$ cat src/rtl/e1_rx_bd_ctrl.sv
// e1_rx_bd_ctrl: submit/completion descriptor queues between the host and the E1 receiver
module e1_rx_bd_ctrl #(
  parameter int MFW = 7,
  parameter int DW = 2
) (
  input  logic clk,
  input  logic rst,
  input  logic ctrl_enable,
  input  logic ctrl_flush,
  input  logic [MFW-1:0] sub_mf,
  input  logic sub_valid,
  output logic sub_ready,
  output logic [DW:0] sub_level,
  output logic [MFW-1:0] bd_mf,
  output logic bd_valid,
  input  logic [1:0] bd_crc_e,
  input  logic bd_done,
  input  logic bd_miss,
  output logic [MFW-1:0] cpl_mf,
  output logic [1:0] cpl_crc_e,
  output logic cpl_valid,
  input  logic cpl_ack,
  output logic [DW:0] cpl_level,
  output logic [15:0] stat_miss_cnt,
  output logic stat_ovf,
  output logic stat_spurious,
  input  logic stat_clr
);
  localparam int depth = 1 << DW;
  localparam logic [DW:0] full = (DW+1)'(depth);
  logic [MFW-1:0] sub_mem [depth];
  logic [MFW+1:0] cpl_mem [depth];
  logic [DW-1:0] sub_wp, sub_rp, cpl_wp, cpl_rp;
  logic [DW:0] sub_cnt, cpl_cnt;
  logic sub_push, sub_pop, cpl_push, cpl_pop;
  assign sub_ready = sub_cnt != full;
  assign sub_level = sub_cnt;
  assign bd_valid = ctrl_enable & (sub_cnt != '0);
  assign bd_mf = sub_mem[sub_rp];
  assign cpl_valid = cpl_cnt != '0;
  assign cpl_level = cpl_cnt;
  assign {cpl_crc_e, cpl_mf} = cpl_mem[cpl_rp];
  assign sub_push = sub_valid & sub_ready & ~ctrl_flush;
  assign sub_pop = bd_done & (sub_cnt != '0);
  assign cpl_pop = cpl_ack & cpl_valid;
  // a full completion queue still accepts the record when the host frees a slot this cycle
  assign cpl_push = sub_pop & ((cpl_cnt != full) | cpl_pop);
  // submit queue; flush discards everything including a same-cycle push
  always_ff @(posedge clk or posedge rst) begin
    if (rst) begin
      sub_wp <= '0;
      sub_rp <= '0;
      sub_cnt <= '0;
      for (int i = 0; i < depth; i++) sub_mem[i] <= '0;
    end else begin
      if (sub_push) sub_mem[sub_wp] <= sub_mf;
      if (ctrl_flush) begin
        sub_wp <= '0;
        sub_rp <= '0;
        sub_cnt <= '0;
      end else begin
        sub_wp <= sub_wp + DW'(sub_push);
        sub_rp <= sub_rp + DW'(sub_pop);
        sub_cnt <= sub_cnt + (DW+1)'(sub_push) - (DW+1)'(sub_pop);
      end
    end
  end
  // completion queue holding {crc, index} records for the host
  always_ff @(posedge clk or posedge rst) begin
    if (rst) begin
      cpl_wp <= '0;
      cpl_rp <= '0;
      cpl_cnt <= '0;
      for (int i = 0; i < depth; i++) cpl_mem[i] <= '0;
    end else begin
      if (cpl_push) cpl_mem[cpl_wp] <= {bd_crc_e, sub_mem[sub_rp]};
      cpl_wp <= cpl_wp + DW'(cpl_push);
      cpl_rp <= cpl_rp + DW'(cpl_pop);
      cpl_cnt <= cpl_cnt + (DW+1)'(cpl_push) - (DW+1)'(cpl_pop);
    end
  end
  // statistics; clear wins over any same-cycle event
  always_ff @(posedge clk or posedge rst) begin
    if (rst) begin
      stat_miss_cnt <= '0;
      stat_ovf <= 1'b0;
      stat_spurious <= 1'b0;
    end else if (stat_clr) begin
      stat_miss_cnt <= '0;
      stat_ovf <= 1'b0;
      stat_spurious <= 1'b0;
    end else begin
      stat_miss_cnt <= stat_miss_cnt + 16'(bd_miss & (stat_miss_cnt != 16'hFFFF));
      stat_ovf <= stat_ovf | (sub_pop & ~cpl_push);
      stat_spurious <= stat_spurious | (bd_done & (sub_cnt == '0));
    end
  end
endmodule

$ cat config.mk
export PLATFORM = sky130hd
export DESIGN_NAME = e1_rx_bd_ctrl
export DESIGN_NICKNAME = d
export VERILOG_FILES = /design/src/rtl/e1_rx_bd_ctrl.sv
export SDC_FILE = /design/constraint.sdc
export NUM_CORES = 1
export LEC_CHECK = 0
export ABC_AREA = 1
export CAP_MARGIN = 15
export CORE_MARGIN = 10
export CORE_UTILIZATION = 60
export CTS_CLUSTER_SIZE = 28
export DETAILED_ROUTE_END_ITERATION = 16
export GPL_ROUTABILITY_DRIVEN = 0
export PLACE_DENSITY = 0.86
export SYNTH_ARGS = -nofsm -noshare
export SYNTH_HDL_FRONTEND = slang
export SYNTH_SLANG_ARGS = --single-unit
$ cat constraint.sdc
create_clock -name clk -period 6.25 [get_ports clk]
set_input_delay 1.875 -clock clk [delete_from_list [all_inputs] [get_ports clk]]
set_output_delay 1.875 -clock clk [all_outputs]
set_load 0.02 [all_outputs]
==> metrics.md, run 1 <==
| Metric | Value |
|---|---|
| Clock Latency Late Sink | 0.36 ns |
| Number of nets with antenna violations after routing | 0 |
| I/O pin count | 61 |
| Max-slew headroom | 43.3% |
| Drt via density | 5.42 |
| Fillers | 580 |
| CTS tree | yes |
| Stages on worst setup path | 3 |
| Initial core utilization | 61.5% |
| Row cnt | 32 |
| Max Clock Skew | 0.00975 ns |
| Post-CTS sizing | 0 |
| FF-to-FF Start | sub_level[1]$_DFF_PP0_ |
| Die Span X | 109 um |
| Number of synthesized flops with an enable pin | 0 |
| Total inserted antenna cells | 0 |
| Die height | 109 um |
| Finished Layout Cells | 737 |
| Final WL | 10800 um |
| Commonest non-fill, non-tap cell in the layout | nand2_1 |
| WP data arrival | 3.04 ns |
| Ratio of cells with drive above 1 in the final layout | 5.83% |
| CP Launch Type | input pin |
| DRC viols | 0 |
| Kind of critical path | in2out |
| Core area | 7730 um2 |
| Total CTS buffers | 9 |
| Cell count after synthesis | 576 |
| Least-Margin Pin Slew | 0.851 ns |
| Worst-path cell chain | clkdlybuf4s50_1 > and2_1 > clkdlybuf4s50_1 |
| Post-synthesis sequential area ratio | 50.5% |
| Pin count of the biggest net entering global routing | 50 |
| Status | complete, no violations |
| Final period utilization | 78.6% |
| Post-CTS setup buffer count | 0 |
| CP Data Required Time | 4.38 ns |
| Area growth, synth to finish | 17.0% |
| Initial antenna violation count | 0 |
| Cts hold-fix bufs | 0 |
| Delay-heaviest family, CP | buffers and inverters |
| Synth warn | 0 |
| Vias in the first global route | 3750 |
| FF-to-FF setup slack | 3.79 ns |
| HPWL after DPL | 7440 um |
| Routed wire per std cell | 14.6 um |
| Most frequent CP cell | clkdlybuf4s50_1 |
| Worst path buffer plus inverter count | 2 |
| Max Buffers Root-to-Sink | 2 |
| Final Hold Viols | 0 |
| Post-Syn Area | 4750 um2 |
| Final setup fails | 0 |
| Inst Count DP | 721 |
| I/O Buffers | 60 |
| Setup TNS | 0 ns |
| First-pass GRT wire length | 17700 um |
| Highest Clock Rate | 204 MHz |
| Pwr dens | 469 nW/um2 |
| Leak | 2.74 nW |
| Distinct cell type count after synthesis | 32 |
| H-tree depth | 3 |
| Most frequent cells in the layout | nand2_1, dfrtp_1, inv_1 |
| Critical Path End | bd_valid |
| Maxcap violations | 0 |
| Gr ovfl total | 0 |
| Max Slew Vio Count | 0 |
| Root Driver | clkbuf_8 |
| IR drop worst, VDD | 0.293 mV |
| Final core occ | 72.0% |
| Top_reg_cell synth | dfrtp_1 |
| NumNets Final | 660 |
| RSZ-0062 raised after global routing | no |
| Vias | 3994 |
| Initial drt markers | 235 |
| Flop and latch count out of synthesis | 96 |
| Worst Reg-to-Reg Cells | 11 |
| Net Count, Synth | 606 |
| Die area | 11900 um2 |
| Iteration count of the initial detailed-routing pass | 5 |
| Global Route Usage Sum | 18.4% |
| Sink Count | 96 |
| Crit path launch | ctrl_enable |
| Hold Crit Class | reg2reg |
| Critical path peak fanout | 1 |
| Total power | 2.61 mW |
| Worst r2r dst | cpl_level[2]$_DFF_PP0_ |
| Slowest stage cell, crit path | clkdlybuf4s50_1 |
| Clk slew on worst S/H paths | 0.09 ns |
| Crit path time final | 4.91 ns |
| Syn Area/Cell | 8.25 um2 |
| Biggest cell delay along the critical path | 0.60 ns |
| Async set-reset flop share out of synthesis | 100% |
| CP Capture Type | output port |
## cell families (layout without fill, tap and decap cells)
kind of cell	Yosys count	after routing	share of synthesized area, %
flops	96	96	50.5
simple gates	277	277	25.6
fa+ha+maj	12	12	3.47
buf+inv	93	152	8.79
xor+xnor	7	7	1.29
compound gates	91	91	10.3
## where the power goes
part	total (mW)	leakage (nW)	internal (mW)	switching, mW
Clock	0.417	0.109	0.206	0.211
Sequential	1.01	1.19	0.830	0.176
Combinational	1.18	1.44	0.463	0.722
## how the worst min path moves through the flow
stage	to	start	cells after the start	slack, ns
6_report	cpl_mem[16]$_DFFE_PP0P_	cpl_mem[16]$_DFFE_PP0P_	2	0.47
2_1_floorplan	cpl_mem[10]$_DFFE_PP0P_	cpl_mem[10]$_DFFE_PP0P_	2	0.44
5_1_grt	cpl_mem[15]$_DFFE_PP0P_	cpl_mem[15]$_DFFE_PP0P_	2	0.49
3_3_place_gp	cpl_mem[25]$_DFFE_PP0P_	cpl_mem[25]$_DFFE_PP0P_	2	0.45
4_1_cts	cpl_mem[14]$_DFFE_PP0P_	cpl_mem[14]$_DFFE_PP0P_	2	0.48
3_5_place_dp	cpl_mem[16]$_DFFE_PP0P_	cpl_mem[16]$_DFFE_PP0P_	2	0.45
## layer usage
metal,wire length (um),track usage (%),vias up
met5,0,0,-
met4,142,5.37,0
met3,659,4.19,21
met2,5440,30.7,116
met1,4530,23.3,1910
li1,-,-,1947
## synthesized netlist by cell type (2+ instances only)
| cell | number | share of area, % |
|---|---|---|
| buf_2 | 6 | 0.63 |
| inv_2 | 4 | 0.32 |
| nor2_4 | 2 | 0.47 |
| ha_1 | 10 | 2.6 |
| nand3_1 | 40 | 4.2 |
| o211ai_1 | 7 | 1.1 |
| and2_1 | 2 | 0.26 |
| nor2_2 | 3 | 0.39 |
| nor3_4 | 4 | 1.4 |
| nand2_1 | 160 | 13 |
| clkbuf_1 | 2 | 0.16 |
| a21oi_1 | 14 | 1.5 |
| xnor2_1 | 4 | 0.74 |
| nor3_1 | 2 | 0.21 |
| o21a_1 | 2 | 0.32 |
| inv_1 | 69 | 5.4 |
| nand4_1 | 4 | 0.53 |
| dfrtp_1 | 96 | 51 |
| o22ai_1 | 9 | 1.2 |
| o21ai_0 | 59 | 6.2 |
| xor2_1 | 3 | 0.55 |
| buf_4 | 4 | 0.63 |
| nor2_1 | 53 | 4.2 |
| nand2_4 | 3 | 0.71 |
| buf_6 | 6 | 1.4 |
| fa_1 | 2 | 0.84 |
## tightest hold or removal path, delay by kind of cell, from the launching register on
kind / cells / cell delay, ns
simple gates: 2 / 0.09
flops: 1 / 0.35
## metrics by stage
stage	worst slack, ns	hold slack (ns)	instance area, um2
4_1_cts	1.33	0.475	5560
3_3_place_gp	1.34	0.449	5360
3_5_place_dp	1.33	0.454	5360
5_1_grt	1.30	0.491	5560
6_report	1.34	0.475	5560
2_1_floorplan	1.87	0.437	4750
## flip-flops by register name, summed over array words and instances, names as in the netlist
| register | flops |
|---|---|
| cpl_wp | 2 |
| sub_wp | 2 |
| stat_miss_cnt | 16 |
| cpl_level | 3 |
| sub_mem | 28 |
| sub_rp | 2 |
| stat_ovf | 1 |
| sub_level | 3 |
| stat_spurious | 1 |
| cpl_mem | 36 |
| cpl_rp | 2 |
## final cells by class
type / instances / area, um2 / area share [%]
tap: 102 / 128 / 2.29
timing repair buffer: 62 / 616 / 11.1
inverter: 74 / 279 / 5.02
multi-input combinational: 387 / 1930 / 34.8
sequential: 96 / 2400 / 43.2
clock inverter: 5 / 53.8 / 0.967
clock buffer: 11 / 151 / 2.72
No activity file was read; power rests on OpenSTA's default activity.
==> inputs of run 2 (changes only) <==
--- a/config.mk
+++ b/config.mk
@@ -8,11 +8,11 @@
 export ABC_AREA = 1
 export CAP_MARGIN = 15
 export CORE_MARGIN = 10
-export CORE_UTILIZATION = 60
+export CORE_UTILIZATION = 50
 export CTS_CLUSTER_SIZE = 28
 export DETAILED_ROUTE_END_ITERATION = 16
 export GPL_ROUTABILITY_DRIVEN = 0
-export PLACE_DENSITY = 0.86
+export PLACE_DENSITY = 0.76
 export SYNTH_ARGS = -nofsm -noshare
 export SYNTH_HDL_FRONTEND = slang
 export SYNTH_SLANG_ARGS = --single-unit
==> constraint.sdc (replaced) <==
create_clock -name clk -period 4.5 [get_ports clk]
set_input_delay 1.35 -clock clk [delete_from_list [all_inputs] [get_ports clk]]
set_output_delay 1.35 -clock clk [all_outputs]
set_load 0.02 [all_outputs]
==> metrics.md, run 2 (synthesized netlist as in run 1, its figures left out) <==
| Metric | Value |
|---|---|
| FF-to-FF setup slack | 2.34 ns (-1.45 ns) |
| Critical path peak fanout | 20 (+19) |
| Number of nets with antenna violations after routing | 0 (unchanged) |
| FF-to-FF Start | sub_level[1]$_DFF_PP0_ |
| Highest Clock Rate | 259 MHz |
| Gr ovfl total | 0 (unchanged) |
| Final period utilization | 85.8% |
| Post-DP Area | 5400 um2 (+0.86%) |
| DRC viols | 0 (unchanged) |
| Gate power share | 44.1% (-1.3 points) |
| Worst Hold Endpoint | cpl_mem[12]$_DFFE_PP0P_ |
| First-pass GRT wire length | 18500 um (+4.5%) |
| IR drop worst, VDD | 0.428 mV (+46%) |
| Kind of critical path | reg2out |
| Max Buffers Root-to-Sink | 2 (unchanged) |
| Fin area | 5650 um2 (+1.6%) |
| Least-Margin Pin Slew | 0.853 ns (+0.00166 ns) |
| Post-CTS sizing | 0 (unchanged) |
| Max reg flops | 36 (unchanged) |
| Met2 routed WL | 5140 um (-5.6%) |
| Reg power frac | 37.4% (-1.2 points) |
| Sink Count | 96 (unchanged) |
| Hold Crit Class | reg2reg |
| Drt via density | 5.10 (-5.8%) |
| Clock share of power | 18.5% (+2.5 points) |
| Iteration count of the initial detailed-routing pass | 6 (+1) |
| Post-Route M1 WL | 4870 um (+7.5%) |
| Setup TNS | 0 ns (unchanged) |
| Vias in the first global route | 3720 (-0.80%) |
| Final core occ | 61.1% (-11 points) |
| Worst Reg-to-Reg Cells | 11 (unchanged) |
| Most frequent cells in the layout | nand2_1, dfrtp_1, inv_1 |
| Core area | 9240 um2 (+20%) |
| Initial core utilization | 51.4% (-10 points) |
| Routed wire per std cell | 14.0 um (-3.9%) |
| Pin count of the biggest net entering global routing | 54 (+8.0%) |
| Cts hold-fix bufs | 0 (unchanged) |
| Pwr dens | 660 nW/um2 (+41%) |
| WL met3 | 557 um (-15%) |
| CP Launch Type | register |
| NumNets Final | 660 (unchanged) |
| Root Driver | clkbuf_8 |
| Final WL | 10700 um (-0.42%) |
| Final setup fails | 0 (unchanged) |
| HP Start | cpl_mem[12]$_DFFE_PP0P_ |
| Leak | 2.76 nW (+0.68%) |
| CP Capture Type | output port |
| HPWL after DPL | 7390 um (-0.56%) |
| I/O Buffers | 60 (unchanged) |
| Ratio of cells with drive above 1 in the final layout | 5.67% (-0.16 points) |
| Row cnt | 35 (+9.4%) |
| I/O pin count | 61 (unchanged) |
| DR top layer | met4 |
| Vias | 3900 (-2.4%) |
| Max-slew headroom | 43.2% (-0.11 points) |
| Worst r2r dst | sub_level[2]$_DFF_PP0_ |
| Clock Latency Late Sink | 0.37 ns (about the same) |
| Max Slew Vio Count | 0 (unchanged) |
| Sw Share | 41.5% (-0.99 points) |
| Cell Int Power | 2.18 mW (+45%) |
| Clk slew on worst S/H paths | 0.10 ns (about the same) |
| Crit path time final | 3.86 ns |
| Total inserted antenna cells | 0 (unchanged) |
| Maxcap violations | 0 (unchanged) |
| Total CTS buffers | 9 (unchanged) |
| CP Data Required Time | 3.15 ns (-1.23 ns) |
| Status | complete, no violations |
| Area growth, synth to finish | 18.8% |
| Sw power | 1.55 mW (+40%) |
| Initial antenna violation count | 0 (unchanged) |
| Final Hold Viols | 0 (unchanged) |
| CTS tree | yes |
| H-tree depth | 3 (unchanged) |
| Die area | 13800 um2 (+16%) |
| Global Route Usage Sum | 15.9% (-2.4 points) |
| Die Span X | 118 um (+7.8%) |
| Commonest non-fill, non-tap cell in the layout | nand2_1 |
| Initial drt markers | 249 (+6.0%) |
| Worst Hold Depth | 2 (unchanged) |
| Die height | 118 um (+7.8%) |
| Max Clock Skew | 0.0109 ns (+0.00120 ns) |
| Largest regs | cpl_mem (36), sub_mem (28), stat_miss_cnt (16) |
| Post-CTS setup buffer count | 0 (unchanged) |
| Biggest register | cpl_mem |
| RSZ-0062 raised after global routing | no |
| WP data arrival | 2.51 ns (-0.53 ns) |
## run 2: cell types whose count changed in the layout (fill, tap and decap cells not counted), sizes merged
cell / change
inv: -1
clkinv: -1
bufinv: +2
## run 2: routing by layer
metal	vias up	track usage, %
met4	0	5.56
met1	1846	20.6
met5	-	0
met2	99	25.9
li1	1941	-
met3	14	3.12
## run 2: worst max path at each step
| stage | startpoint | endpoint |
|---|---|---|
| floorplan | rst | cpl_level[0]$_DFF_PP0_ |
| global placement | ctrl_enable | bd_valid |
| detailed placement | ctrl_enable | bd_valid |
| CTS | cpl_rp[0]$_DFF_PP0_ | cpl_mf[6] |
| global route | cpl_rp[0]$_DFF_PP0_ | cpl_mf[4] |
| finish | cpl_rp[0]$_DFF_PP0_ | cpl_mf[6] |
## run 2: through the flow
| stage | power, mW | hold slack (ns) | cells | worst slack, ns |
|---|---|---|---|---|
| global placement | 3.00 | 0.448 | 748 | 0.630 |
| CTS | 3.74 | 0.477 | 764 | 0.629 |
| floorplan | 2.42 | 0.437 | 576 | 0.645 |
| finish | 3.73 | 0.474 | 764 | 0.640 |
| detailed placement | 3.06 | 0.453 | 748 | 0.636 |
| global route | 4.00 | 0.496 | 764 | 0.467 |
## run 2: worst max-delay path, cell delays in order (launching register included)
cell	delay, ns
dfrtp_1	0.75
inv_1	0.43
o21ai_0	0.31
o22ai_1	0.10
clkdlybuf4s50_1	0.55
## run 2: area by class of cell
class	count	area, um2
multi-input combinational	387	1930
timing repair buffer	62	628
inverter	74	279
sequential	96	2400
fill	827	3590
tap	129	161
clock inverter	5	104
clock buffer	11	141
## run 2: power by group through the flow
stage          registers (mW)  logic, mW  clock network [mW]
2_1_floorplan            1.33       1.09                   0
3_3_place_gp             1.39       1.60                   0
3_5_place_dp             1.41       1.65                   0
4_1_cts                  1.39       1.66               0.695
5_1_grt                  1.44       1.83               0.734
6_report                 1.40       1.64               0.690
